$ cat src/rtl/control_unit_mips.sv
// control_unit_mips
//   Multicycle MIPS main control FSM. It sequences the datapath through
//   fetch, decode, memory, execute and write-back states. Control outputs are
//   registered Moore outputs: each one is computed from the next state and
//   the next latched opcode, so it always matches the State output. Illegal
//   is the exception. It is combinational from DECODE and the live Opcode.
//
// Optional feature: define JAL_SUPPORT_EN to decode opcode 0x03 (JAL) into
//   its own state. When the macro is undefined, 0x03 is treated as illegal.
//
// Ports
//   clk, reset   : rising-edge clock, asynchronous active-low reset
//   Opcode[5:0]  : IR[31:26], sampled only in DECODE
//   IorD, MemWrite, IRWrite, RegDst, MemtoReg, RegWrite,
//   ALUSrcA, ALUSrcB, ALUOp, PCSrc, PCWrite : datapath controls
//   Beq, Bne     : conditional branch requests sent to the branch stage
//   Illegal      : one-cycle pulse in DECODE when the opcode is undecoded
//   State[3:0]   : current state, for debug
module control_unit_mips (
  input  logic       clk,
  input  logic       reset,
  input  logic [5:0] Opcode,
  output logic       IorD,
  output logic       MemWrite,
  output logic       IRWrite,
  output logic [1:0] RegDst,
  output logic [1:0] MemtoReg,
  output logic       RegWrite,
  output logic       ALUSrcA,
  output logic [1:0] ALUSrcB,
  output logic [1:0] ALUOp,
  output logic [1:0] PCSrc,
  output logic       PCWrite,
  output logic       Beq,
  output logic       Bne,
  output logic       Illegal,
  output logic [3:0] State
);
  localparam logic [5:0] OP_R    = 6'h00;
  localparam logic [5:0] OP_LW   = 6'h23;
  localparam logic [5:0] OP_SW   = 6'h2B;
  localparam logic [5:0] OP_BEQ  = 6'h04;
  localparam logic [5:0] OP_BNE  = 6'h05;
  localparam logic [5:0] OP_ADDI = 6'h08;
  localparam logic [5:0] OP_J    = 6'h02;
`ifdef JAL_SUPPORT_EN
  localparam logic [5:0] OP_JAL  = 6'h03;
`endif

  typedef enum logic [3:0] {
    S_FETCH    = 4'd0,
    S_DECODE   = 4'd1,
    S_MEMADR   = 4'd2,
    S_MEMREAD  = 4'd3,
    S_MEMWB    = 4'd4,
    S_MEMWRITE = 4'd5,
    S_EXECUTE  = 4'd6,
    S_ALUWB    = 4'd7,
    S_BRANCH   = 4'd8,
    S_ADDIEXEC = 4'd9,
    S_ADDIWB   = 4'd10,
`ifdef JAL_SUPPORT_EN
    S_JUMP     = 4'd11,
    S_JAL      = 4'd12
`else
    S_JUMP     = 4'd11
`endif
  } state_t;

  typedef struct packed {
    logic       iord;
    logic       memwrite;
    logic       irwrite;
    logic [1:0] regdst;
    logic [1:0] memtoreg;
    logic       regwrite;
    logic       alusrca;
    logic [1:0] alusrcb;
    logic [1:0] aluop;
    logic [1:0] pcsrc;
    logic       pcwrite;
    logic       beq;
    logic       bne;
  } ctl_t;

  state_t     state, state_nxt;
  logic [5:0] op_reg, op_nxt;
  ctl_t       ctl;

  // Gives the Moore control word for a state. op only affects BRANCH.
  // Unused encodings fall through to the default and output all zeros.
  function automatic ctl_t decode_ctl(input state_t st, input logic [5:0] op);
    ctl_t c;
    c = '0;
    case (st)
      S_FETCH:    begin c.irwrite = 1'b1; c.pcwrite = 1'b1; c.alusrcb = 2'b01; end
      S_DECODE:   c.alusrcb = 2'b11;
      S_MEMADR:   begin c.alusrca = 1'b1; c.alusrcb = 2'b10; end
      S_MEMREAD:  c.iord = 1'b1;
      S_MEMWB:    begin c.memtoreg = 2'b01; c.regwrite = 1'b1; end
      S_MEMWRITE: begin c.iord = 1'b1; c.memwrite = 1'b1; end
      S_EXECUTE:  begin c.alusrca = 1'b1; c.aluop = 2'b10; end
      S_ALUWB:    begin c.regdst = 2'b01; c.regwrite = 1'b1; end
      S_BRANCH: begin
        c.alusrca = 1'b1; c.aluop = 2'b01; c.pcsrc = 2'b01;
        c.beq = (op == OP_BEQ);
        c.bne = (op == OP_BNE);
      end
      S_ADDIEXEC: begin c.alusrca = 1'b1; c.alusrcb = 2'b10; end
      S_ADDIWB:   c.regwrite = 1'b1;
      S_JUMP:     begin c.pcsrc = 2'b10; c.pcwrite = 1'b1; end
`ifdef JAL_SUPPORT_EN
      S_JAL: begin
        c.pcsrc = 2'b10; c.pcwrite = 1'b1; c.regdst = 2'b10;
        c.memtoreg = 2'b10; c.regwrite = 1'b1;
      end
`endif
      default:    c = '0;
    endcase
    return c;
  endfunction

  always_comb begin
    state_nxt = S_FETCH;
    op_nxt    = op_reg;
    Illegal   = 1'b0;
    case (state)
      S_FETCH:  state_nxt = S_DECODE;
      S_DECODE: begin
        op_nxt = Opcode;
        case (Opcode)
          OP_LW, OP_SW:   state_nxt = S_MEMADR;
          OP_R:           state_nxt = S_EXECUTE;
          OP_BEQ, OP_BNE: state_nxt = S_BRANCH;
          OP_ADDI:        state_nxt = S_ADDIEXEC;
          OP_J:           state_nxt = S_JUMP;
`ifdef JAL_SUPPORT_EN
          OP_JAL:         state_nxt = S_JAL;
`endif
          default: begin state_nxt = S_FETCH; Illegal = 1'b1; end
        endcase
      end
      S_MEMADR:   state_nxt = (op_reg == OP_LW) ? S_MEMREAD : S_MEMWRITE;
      S_MEMREAD:  state_nxt = S_MEMWB;
      S_EXECUTE:  state_nxt = S_ALUWB;
      S_ADDIEXEC: state_nxt = S_ADDIWB;
      default:    state_nxt = S_FETCH;
    endcase
  end

  // The reset value of ctl is the FETCH word, so the outputs show FETCH
  // as soon as reset is asserted. Any write-back in progress is dropped.
  always_ff @(posedge clk or negedge reset) begin
    if (!reset) begin
      state  <= S_FETCH;
      op_reg <= 6'h00;
      ctl    <= decode_ctl(S_FETCH, 6'h00);
    end else begin
      state  <= state_nxt;
      op_reg <= op_nxt;
      ctl    <= decode_ctl(state_nxt, op_nxt);
    end
  end

  assign IorD     = ctl.iord;
  assign MemWrite = ctl.memwrite;
  assign IRWrite  = ctl.irwrite;
  assign RegDst   = ctl.regdst;
  assign MemtoReg = ctl.memtoreg;
  assign RegWrite = ctl.regwrite;
  assign ALUSrcA  = ctl.alusrca;
  assign ALUSrcB  = ctl.alusrcb;
  assign ALUOp    = ctl.aluop;
  assign PCSrc    = ctl.pcsrc;
  assign PCWrite  = ctl.pcwrite;
  assign Beq      = ctl.beq;
  assign Bne      = ctl.bne;
  assign State    = state;
endmodule
$ cat config.mk
export PLATFORM = sky130hd
export DESIGN_NAME = control_unit_mips
export DESIGN_NICKNAME = d
export VERILOG_FILES = /design/src/rtl/control_unit_mips.sv
export SDC_FILE = /design/constraint.sdc
export NUM_CORES = 1
export LEC_CHECK = 0
export BUFFER_PORTS_ARGS = -buffer_cell sky130_fd_sc_hd__buf_2
export CAP_MARGIN = 20
export CELL_PAD_IN_SITES_DETAIL_PLACEMENT = 1
export CELL_PAD_IN_SITES_GLOBAL_PLACEMENT = 1
export CORE_MARGIN = 5
export CORE_UTILIZATION = 32
export DETAILED_ROUTE_END_ITERATION = 7
export GPL_TIMING_DRIVEN = 0
export PLACE_DENSITY = 0.74
export SLEW_MARGIN = 10
export SYNTH_ARGS = -nofsm -noshare
export SYNTH_HDL_FRONTEND = slang
export SYNTH_SLANG_ARGS = --single-unit
$ cat constraint.sdc
create_clock -name clk -period 2.1 [get_ports clk]
set_input_delay 0.315 -clock clk [delete_from_list [all_inputs] [get_ports clk]]
set_output_delay 0.315 -clock clk [all_outputs]
set_load 0.005 [all_outputs]
Word level (Yosys, flattened, before mapping):

Index checks and enable logic that the tools add are counted.

* equal/unequal tests: 25
* mux-type cells: 18
* reduce and logical (&&, ||, !) cells: 11

Operators by type and width (count)
* == test 6 x 3 -> 1 bit (second input constant): 4
* case mux 4 bit (6 select lines): 1
* == test 4 x 3 -> 1 bit (second input constant): 5
* == test 4 bit (second input constant): 5
* case mux 4 bit (5 select lines): 1
* == test 6 bit (second input constant): 3
* == test 4 x 2 -> 1 bit (second input constant): 4
* two-way mux 1 bit: 10
* OR reduction 2 bit: 5
* == test 4 x 1 -> 1 bit (second input constant): 2
* logical NOT 4 bit: 2
* case mux 2 bit (2 select lines): 2
* OR reduction 7 bit: 1
* == test 6 x 2 -> 1 bit (second input constant): 1
* == test 6 x 4 -> 1 bit (second input constant): 1
* logical NOT 6 bit: 1
* two-way mux 6 bit: 1
* case mux 2 bit (3 select lines): 1
* OR reduction 4 bit: 1
* two-way mux 3 bit: 1
* OR reduction 3 bit: 1
* two-way mux 2 bit: 1

* register bits after elaboration: 28
* input port bits: 8
* output and inout port bits: 23
* word-level logic and storage cells: 69

Logic depth before layout (Yosys ltp):

Gate-level depths: netlist of the first run.

* depth after elaboration: 7
* mapped depth: 7
* depth with buffers taken out: 6

Least setup slack after synthesis of the first run:

Ideal clock, no wire load.

* path type: reg2reg
* start: reg state[0], in the netlist State[0]
* end: reg ctl (netlist bit ALUSrcB[1])
* library setup time: 73 ps
* arrival time: 1573 ps
* data required time: 2027 ps
* setup slack: 454 ps
* cell stages (with the launch flop): 6
* path buffers: 0
* clock period less this slack: 1646 ps
* cells stage by stage: dfrtp_1 -> nand2b_2 -> or2_4 -> o211a_4 -> or3_4 -> a21oi_2

* cells in the longest elaborated chain, start to end: 5
* elaborated cells on any way between the ends: 13
* classes of those cells: 8 x eq/ne; 2 x mux; 3 x reduce/logical

Ends and longest elaborated chain
* start, declared: line 86 `state_t state, state_nxt;`
* start signal, assigned: line 159 `state <= state_nxt;`
* == test 4 bit (tied with other cells): line 127 `case (state)`
* case mux 4 bit (6 select lines) *: line 127
* == test 4 bit or == test 4 x 2 -> 1 bit (tied branches): line 95 `case (st)`
* OR reduction 2 bit (no line)
* case mux 2 bit (3 select lines) *: line 95
* end signal, assigned: line 157 `ctl <= decode_ctl(S_FETCH, 6'h00);`
* end signal, assigned: line 161 `ctl <= decode_ctl(state_nxt, op_nxt);`
* end, declared: line 88 `ctl_t ctl;`

Every way passes the cells marked *; elsewhere a longest branch is shown, timed or not.

Final worst setup path of the first run:

* start: reg state[3], in the netlist State[3]
* end: out Illegal

* cells in the longest elaborated chain, start to end: 2

Ends and longest elaborated chain
* == test 4 x 1 -> 1 bit: line 127
* two-way mux 1 bit: line 127
* end, declared: line 36 `output logic Illegal,`

No other way between the ends.

==> results of run 1 <==
## cell usage in the layout, fill, tap and decap left out, drive strengths merged, types with 2 or more instances in the layout
cell type / count
a21oi: 4
a41o: 2
buf: 31
clkbuf: 5
conb: 2
dfrtp: 22
dfstp: 3
inv: 9
mux2: 6
nand2: 6
nand2b: 2
nand3: 2
nor2: 9
nor3: 4
nor3b: 2
nor4: 2
o21bai: 2
## through the flow
step | total power, mW | hold slack, ns | area [um2]
after floorplan | 1.088 | 0.01941 | 1184
after global placement | 1.255 | 0.3284 | 1379
after detailed placement | 1.277 | 0.3326 | 1379
after CTS | 1.572 | 0.02970 | 1428
after global routing | 1.665 | 0.05234 | 1428
final | 1.538 | 0.01799 | 1428
## Yosys cell counts (all sizes together) (2+ instances only)
| library cell | number | area, um2 |
|---|---|---|
| nor4 | 2 | 27.53 |
| nor2 | 9 | 33.78 |
| clkbuf | 2 | 27.53 |
| nand2b | 2 | 15.02 |
| inv | 9 | 33.78 |
| a41o | 2 | 21.27 |
| buf | 4 | 27.52 |
| nor3b | 2 | 25.02 |
| nor3 | 4 | 25.02 |
| nand3 | 2 | 10.01 |
| o21bai | 2 | 15.01 |
| nand2 | 6 | 22.52 |
| mux2 | 6 | 67.56 |
| a21oi | 4 | 23.77 |
| dfstp | 3 | 78.83 |
| dfrtp | 22 | 550.5 |
## power by group through the flow
stage / clock, mW / sequential (mW) / combinational, mW
floorplan: 0 / 0.717 / 0.371
global placement: 0 / 0.716 / 0.539
detailed placement: 0 / 0.726 / 0.551
CTS: 0.302 / 0.718 / 0.552
global route: 0.329 / 0.741 / 0.596
finish: 0.289 / 0.715 / 0.535
## area by class of cell
type	instances	share of cell area, %
multi-input cells	61	32.60
flip-flops and latches	25	44.08
plain buffers	6	3.856
inverters	9	2.366
well taps	48	4.207
repair buffers	27	9.465
clock inverters	1	0.5259
clock buffers	3	2.892
## metal layers
| layer | vias to the layer above | routed length (um) | GRT usage [%] | part of all wire (%) |
|---|---|---|---|---|
| li1 | 401 | - | - | - |
| met1 | 420 | 1019 | 13.29 | 40 |
| met2 | 28 | 1267 | 17.92 | 50 |
| met3 | 9 | 152 | 2.699 | 6.0 |
| met4 | 0 | 105 | 9.395 | 4.1 |
| met5 | - | 0 | 0 | 0 |
## worst paths after layout
path,cells after the start,slack [ns],startpoint,end
hold / removal,1,0.02,reset,MemtoReg[0]
setup / recovery,4,0.16,State[3],Illegal
max in group asynchronous,1,1.71,reset,ALUSrcB[0]
hold reg to reg,1,0.53,op_reg[5],op_reg[5]
min in group clk,2,0.34,Opcode[4],op_reg[4]
setup reg to reg,5,0.23,op_reg[3],PCWrite
## critical path, cell delays in order (launching register included)
cell,delay [ns]
dfrtp_1,0.41
clkbuf_8,0.17
nor4_4,0.49
o21a_1,0.18
buf_2,0.10
## cell families after synthesis
group	count (synthesis)	synth area share (%)
XOR/XNOR	2	1.485
AO/OA/AOI/OAI	17	12.62
buffers and inverters	15	7.529
multiplexers	7	6.574
flip-flops	25	53.34
AND/OR/NAND/NOR	33	18.13
other	1	0.3178
==> impl_metrics.yaml, run 1 <==
run_status:
  status: "finished clean"
finish:
  drive_gt1_share_pct: 44.70
  largest_reg_flops: 6
  nNetsFinal: 141
  num-fill-cells: 422
  multi_input_area_um2: 465.4
  utilization_pct: 39.59
  finalNonFillerCells: 180
  diodes: 0
  ff_latch_area_um2: 629.4
  syn2layout_area_growth_pct: 21.00
placement:
  place_ws_ns: 0.2172
  gp_congestion: 0.7862
  dp_cells: 176
  hpwlAfterDp_mm: 1.975
  io_buffer_count: 27
global_routing:
  grt_pass1_wl_mm: 4.478
  track_usage_pct: 11.47
  grt_max_degree: 26
  antenna_found_initial: 0
  grt_overflow: 0
  first_global_vias: 931
critical_path:
  cp-start-kind: "flop"
  worstPathMaxFanout: 10
  endpoint_kind: "output pin"
  arrival_ns: 1.63
  crit_type: "reg -> out"
  required_ns: 1.78
route:
  drc_errors: 0
  vias: 858
  drtAntennaViolNets: 0
  via_per_inst: 4.767
  drt-initial-drc-count: 23
  wl_mm: 2.545
  first_pass_iters: 4
  wl_per_cell_um: 14.14
timing:
  tns_ns: 0
  hold_violations: 0
  drv_slew: 0
  setup_viol: 0
  finalCriticalPeriod_ns: 1.941
  skew_ns: 0.003228
  fmaxAchievable_mhz: 515.1
  setup_ws_ns: 0.1586
  rsz0062_at_grt: "no"
  slew_headroom_pct: 58.30
  period_share_pct: 92.45
  tightest_slew_ns: 0.6177
power:
  switching_power_mw: 0.5037
  clockPowerShare_pct: 18.8
  internal-power_mw: 1.034
  pwr-share-comb_pct: 34.8
  p_sw_share_pct: 32.75
  seqPwrFrac_pct: 46.5
  power_per_cell_area_mw_per_mm2: 1077
  worst_ir_drop_vdd_mv: 0.2708
  total_leakage_power_nw: 0.7187
floorplanning:
  start_util_pct: 32.72
  fp.dieH_um: 70.72
  dieArea_mm2: 0.005001
  core_area_mm2: 0.003606
  die_x_um: 70.72
  ios: 31
  rows: 22
logic_synthesis:
  synth_edf_count: 0
  syn_area_per_cell_um2: 11.80
  ys_seq_elements: 25
  postSynthCellCount: 100
  yosysWarnings: 0
  ys_seq_area_share_pct: 53.34
  async_reset_ff_share_pct: 100.0
  synth_ff_type: "dfrtp_1"
  synth_area_mm2: 0.001180
  synth_cell_types: 41
clock_network:
  cts_max_level: 1
  cts.reportedPaths.clkPinSlew_ns: 0.09
  insertion_delay_ns: 0.27
  post_cts_buffers: 0
  cts_buffers: 3
  cts_resized: 0
  cts_root_buffer: "clkbuf_8"
  clock_sinks: 25
  clockBufferDepth: 2
  cts_tree: "done"
  ctsHoldBuffers: 0
job:
  drv_cap: 0
hold_path:
  hp-class: "in -> async"
(Power assumes the default switching activity.)
==> run 2, diff against run 1 <==
--- a/config.mk
+++ b/config.mk
@@ -14,6 +14,7 @@
 export DETAILED_ROUTE_END_ITERATION = 7
 export GPL_TIMING_DRIVEN = 0
 export PLACE_DENSITY = 0.74
+export RECOVER_POWER = 100
 export SLEW_MARGIN = 10
 export SYNTH_ARGS = -nofsm -noshare
 export SYNTH_HDL_FRONTEND = slang
==> impl_metrics.yaml, run 2 (same netlist as run 1, synthesis figures left out) <==
run_status:
  status: "finished clean"
finish:
  diodes: 0
  num-fill-cells: 429
  layout_common_cells: "dfrtp_1 (22), buf_2 (15), clkbuf_1 (13)"
  nNetsFinal: 141
  drive_gt1_share_pct: 29.55
  largest_reg_flops: 6
  syn2layout_area_growth_pct: 17.18
  finalNonFillerCells: 180
  final_common_cell: "dfrtp_1"
global_routing:
  grt_overflow: 0
  first_global_vias: 931
  grt_max_degree: 26
  grt_pass1_wl_mm: 4.478
  track_usage_pct: 11.47
  antenna_found_initial: 0
clock_network:
  cts_root_buffer: "clkbuf_8"
  clock_sinks: 25
  insertion_delay_ns: 0.27
  cts_tree: "done"
  cts_resized: 0
  cts_max_level: 1
  cts_buffers: 3
  cts.reportedPaths.clkPinSlew_ns: 0.09
  clockBufferDepth: 2
floorplanning:
  fp.dieH_um: 70.72
  die_x_um: 70.72
  core_area_mm2: 0.003606
  ios: 31
  start_util_pct: 32.72
  rows: 22
  dieArea_mm2: 0.005001
timing:
  timing.hold.ws_ns: 0.3112
  tightest_slew_ns: 1.316
  rsz0062_at_grt: "no"
  skew_ns: 0.003171
  slew_headroom_pct: 12.27
  finalCriticalPeriod_ns: 1.944
  drv_slew: 0
  fmaxAchievable_mhz: 514.3
  period_share_pct: 92.59
  setup_ws_ns: 0.1557
  hold_violations: 0
  setup_viol: 0
  tns_ns: 0
route:
  drc_errors: 0
  drtAntennaViolNets: 0
  first_pass_iters: 4
  wl_per_cell_um: 14.18
  wl_mm: 2.552
  via_per_inst: 4.733
  drt-initial-drc-count: 23
  vias: 852
power:
  switching_power_mw: 0.4975
  power_per_cell_area_mw_per_mm2: 1087
  power_mw: 1.503
  p_sw_share_pct: 33.09
  pwr-share-comb_pct: 33.1
  internal-power_mw: 1.006
  total_leakage_power_nw: 0.6591
  worst_ir_drop_vdd_mv: 0.2689
  seqPwrFrac_pct: 47.6
  clockPowerShare_pct: 19.2
critical_path:
  required_ns: 1.78
  endpoint_kind: "output pin"
  crit_type: "reg -> out"
  cp-start-kind: "flop"
  arrival_ns: 1.63
  r2r_cells: 5
  worstPathMaxFanout: 10
hold_path:
  hp-class: "in -> async"
placement:
  place_ws_ns: 0.2172
  dp_cells: 176
  hpwlAfterDp_mm: 1.975
  gp_congestion: 0.7862
  io_buffer_count: 27
job:
  drv_cap: 0
run 2: metrics by stage:
step	instance area [um2]	util, %
after CTS	1428	39.59
after global routing	1383	38.34
after detailed placement	1379	38.24
after global placement	1379	38.24
final	1383	38.34
after floorplan	1184	-
run 2: timing repair:
action / in CTS / in global routing
hold buffers: 0 / 0
setup buffers: 0 / 0
setup endpoints to repair: 0 / 1
run 2: metal layers:
layer / wire length (um) / vias up / global-route usage (%)
met5: 0 / - / 0
met4: 105 / 0 / 9.395
met3: 145 / 9 / 2.699
met2: 1254 / 26 / 17.92
met1: 1047 / 415 / 13.29
li1: - / 402 / -
run 2: worst paths after layout:
kind / start / end / slack [ns]
worst max-delay path: State[3] / Illegal / 0.16
worst min register to register: op_reg[5] / op_reg[5] / 0.53
max in group asynchronous: reset / ALUOp[1] / 1.02
worst max register to register: op_reg[3] / PCWrite / 0.21
worst min-delay path: reset / MemtoReg[0] / 0.31
min in group clk: Opcode[4] / op_reg[4] / 0.34
run 2: layout make-up:
type | instances | area [um2] | share of cell area (%)
clock inverters | 1 | 7.507 | 0.5430
multi-input cells | 61 | 436.7 | 31.58
repair buffers | 27 | 118.9 | 8.597
well taps | 48 | 60.06 | 4.344
clock buffers | 3 | 41.29 | 2.986
flip-flops and latches | 25 | 629.4 | 45.52
inverters | 9 | 33.78 | 2.443
plain buffers | 6 | 55.05 | 3.982
run 2: power by group through the flow:
stage               Clock [mW]  Sequential [mW]  Combinational [mW]
finish                   0.289            0.716               0.498
global route             0.329            0.740               0.557
CTS                      0.302            0.718               0.552
detailed placement           0            0.726               0.551
global placement             0            0.716               0.539
floorplan                    0            0.717               0.371
run 2: critical path, stage by stage (launching register included):
cell	delay, ns
dfrtp_1	0.41
clkbuf_8	0.17
nor4_4	0.49
o21a_1	0.19
buf_2	0.10
==> run 3, diff against run 2 <==
--- a/config.mk
+++ b/config.mk
@@ -5,6 +5,7 @@
 export SDC_FILE = /design/constraint.sdc
 export NUM_CORES = 1
 export LEC_CHECK = 0
+export ABC_AREA = 1
 export BUFFER_PORTS_ARGS = -buffer_cell sky130_fd_sc_hd__buf_2
 export CAP_MARGIN = 20
 export CELL_PAD_IN_SITES_DETAIL_PLACEMENT = 1
@@ -13,7 +14,7 @@
 export CORE_UTILIZATION = 32
 export DETAILED_ROUTE_END_ITERATION = 7
 export GPL_TIMING_DRIVEN = 0
-export PLACE_DENSITY = 0.74
+export PLACE_DENSITY = 0.77
 export RECOVER_POWER = 100
 export SLEW_MARGIN = 10
 export SYNTH_ARGS = -nofsm -noshare
==> impl_metrics.yaml, run 3 <==
logic_synthesis:
  synth_area_mm2: 0.001236
  async_reset_ff_share_pct: 100.0
  ys_top_cells_by_area: "dfrtp_1 (45%), nand2_1 (7.0%), nor2_1 (7.0%)"
  ys_seq_elements: 25
  synth_area_leader_cell: "dfrtp_1"
  yosys-top-cells-count: "nand2_1 (23), nor2_1 (23), dfrtp_1 (22), inv_1 (16), nand3_1 (15)"
  synth_ff_type: "dfrtp_1"
  synth_top_area_share_pct: 44.53
  postSynthCellCount: 145
  ys_seq_area_share_pct: 50.91
  synth_edf_count: 0
  synth_cell_types: 20
  syn_area_per_cell_um2: 8.525
  yosysWarnings: 0
timing:
  rsz0062_at_grt: "no"
  drv_slew: 0
  hold_violations: 0
  fmaxAchievable_mhz: 537.6
  finalCriticalPeriod_ns: 1.860
  tns_ns: 0
  tightest_slew_ns: 1.339
  period_share_pct: 88.58
  timing.hold.ws_ns: 0.3142
  skew_ns: 0.001698
  slew_headroom_pct: 10.74
  setup_viol: 0
critical_path:
  crit_family: "buffers and inverters"
  critPathMaxStageDelay_ns: 0.40
  rrSetupSlack_ns: 0.35
  endpoint_kind: "output pin"
  cp-start-kind: "flop"
  required_ns: 1.78
  critPathBufInv: 4
  arrival_ns: 1.55
  crit_type: "reg -> out"
  r2r_cells: 8
  rr_endpoint: "ALUSrcA"
  r2r-start: "State[0]"
  cpMaxStageDelayCell: "dfrtp_1"
  worstPathMaxFanout: 8
  worstPathCellList: "inv_1 -> nand2_1 -> inv_1 -> nand2_1 -> inv_2 -> nand3_1 -> nor2_1 -> clkbuf_2"
clock_network:
  cts_buffers: 3
  cts_resized: 0
  cts_tree: "done"
  cts_root_buffer: "clkbuf_8"
  clock_sinks: 25
  cts_max_level: 1
  cts.reportedPaths.clkPinSlew_ns: 0.09
  ctsHoldBuffers: 0
  post_cts_buffers: 0
  insertion_delay_ns: 0.28
  clockBufferDepth: 2
global_routing:
  grt_pass1_wl_mm: 5.078
  first_global_vias: 1149
  grt_util_met2_pct: 23.26
  met1_usage_pct: 13.72
  grt_max_degree: 26
  track_usage_pct: 12.47
  grt-busiest-layer: "met2"
  met3_usage_pct: 1.524
  antenna_found_initial: 0
  grt_overflow: 0
floorplanning:
  core_area_mm2: 0.003689
  fp.dieH_um: 72.16
  die_x_um: 72.16
  ios: 31
  rows: 22
  start_util_pct: 33.51
  dieArea_mm2: 0.005206
placement:
  gp_congestion: 0.8814
  hpwlAfterDp_mm: 2.372
  io_buffer_count: 28
power:
  total_leakage_power_nw: 0.7941
  power_per_cell_area_mw_per_mm2: 1199
  worst_ir_drop_vdd_mv: 0.4606
finish:
  nNetsFinal: 187
  largest_reg_flops: 6
  diodes: 0
  syn2layout_area_growth_pct: 14.78
  layout_common_cells: "nand2_1 (28), nor2_1 (25), dfrtp_1 (22)"
  drive_gt1_share_pct: 24.16
  final_common_cell: "nand2_1"
route:
  vias: 1021
  wl_per_cell_um: 13.26
  wl_mm: 2.996
  first_pass_iters: 4
  drc_errors: 0
  via_per_inst: 4.518
  drt-initial-drc-count: 26
  drtAntennaViolNets: 0
run_status:
  status: "finished clean"
hold_path:
  hp-class: "in -> async"
job:
  drv_cap: 0
## run 3: final cells by class
class                           count  area, um2
Sequential cell                    25      629.4
Tap cell                           48      60.06
Fill cell                         480       2270
Multi-Input combinational cell     92      430.4
Timing Repair Buffer               28      125.1
Inverter                           25      93.84
Clock inverter                      1      5.005
Buffer                              4      33.78
Clock buffer                        3      41.29
## run 3: layer usage
layer  vias to the layer above  part of all wire [%]
met4                         0                   2.4
met3                         5                   4.1
met5                         -                     0
li1                        505                     -
met2                        18                    52
met1                       493                    41
## run 3: logic make-up after synthesis
| kind of cell | share of synthesized area [%] |
|---|---|
| other cells | 0.3034 |
| simple gates | 33.60 |
| flops | 50.91 |
| compound gates | 4.858 |
| buf+inv | 10.32 |
## run 3: worst max-delay path by stage
stage / from / to / depth (start not counted)
after floorplan: State[3] / Illegal / 7
after CTS: State[3] / Illegal / 8
after detailed placement: Opcode[5] / ALUSrcA / 9
final: State[3] / Illegal / 8
after global routing: State[3] / Illegal / 8
after global placement: State[1] / Illegal / 6
## run 3: per-stage QoR
stage | setup slack, ns | instances | instance area, um2 | power [mW] | util [%]
floorplan | 0.8472 | 146 | 1240 | 1.240 | -
finish | 0.2398 | 226 | 1419 | 1.702 | 38.47
global route | 0.1329 | 226 | 1419 | 1.851 | 38.47
CTS | 0.3089 | 226 | 1486 | 1.803 | 40.30
global placement | 0.6907 | 222 | 1440 | 1.445 | 39.04
detailed placement | 0.6523 | 222 | 1440 | 1.499 | 39.04
## run 3: power by group
part	internal (mW)	switching, mW	total [mW]
clock	0.133	0.167	0.301
sequential	0.637	0.0639	0.701
combinational	0.231	0.469	0.700
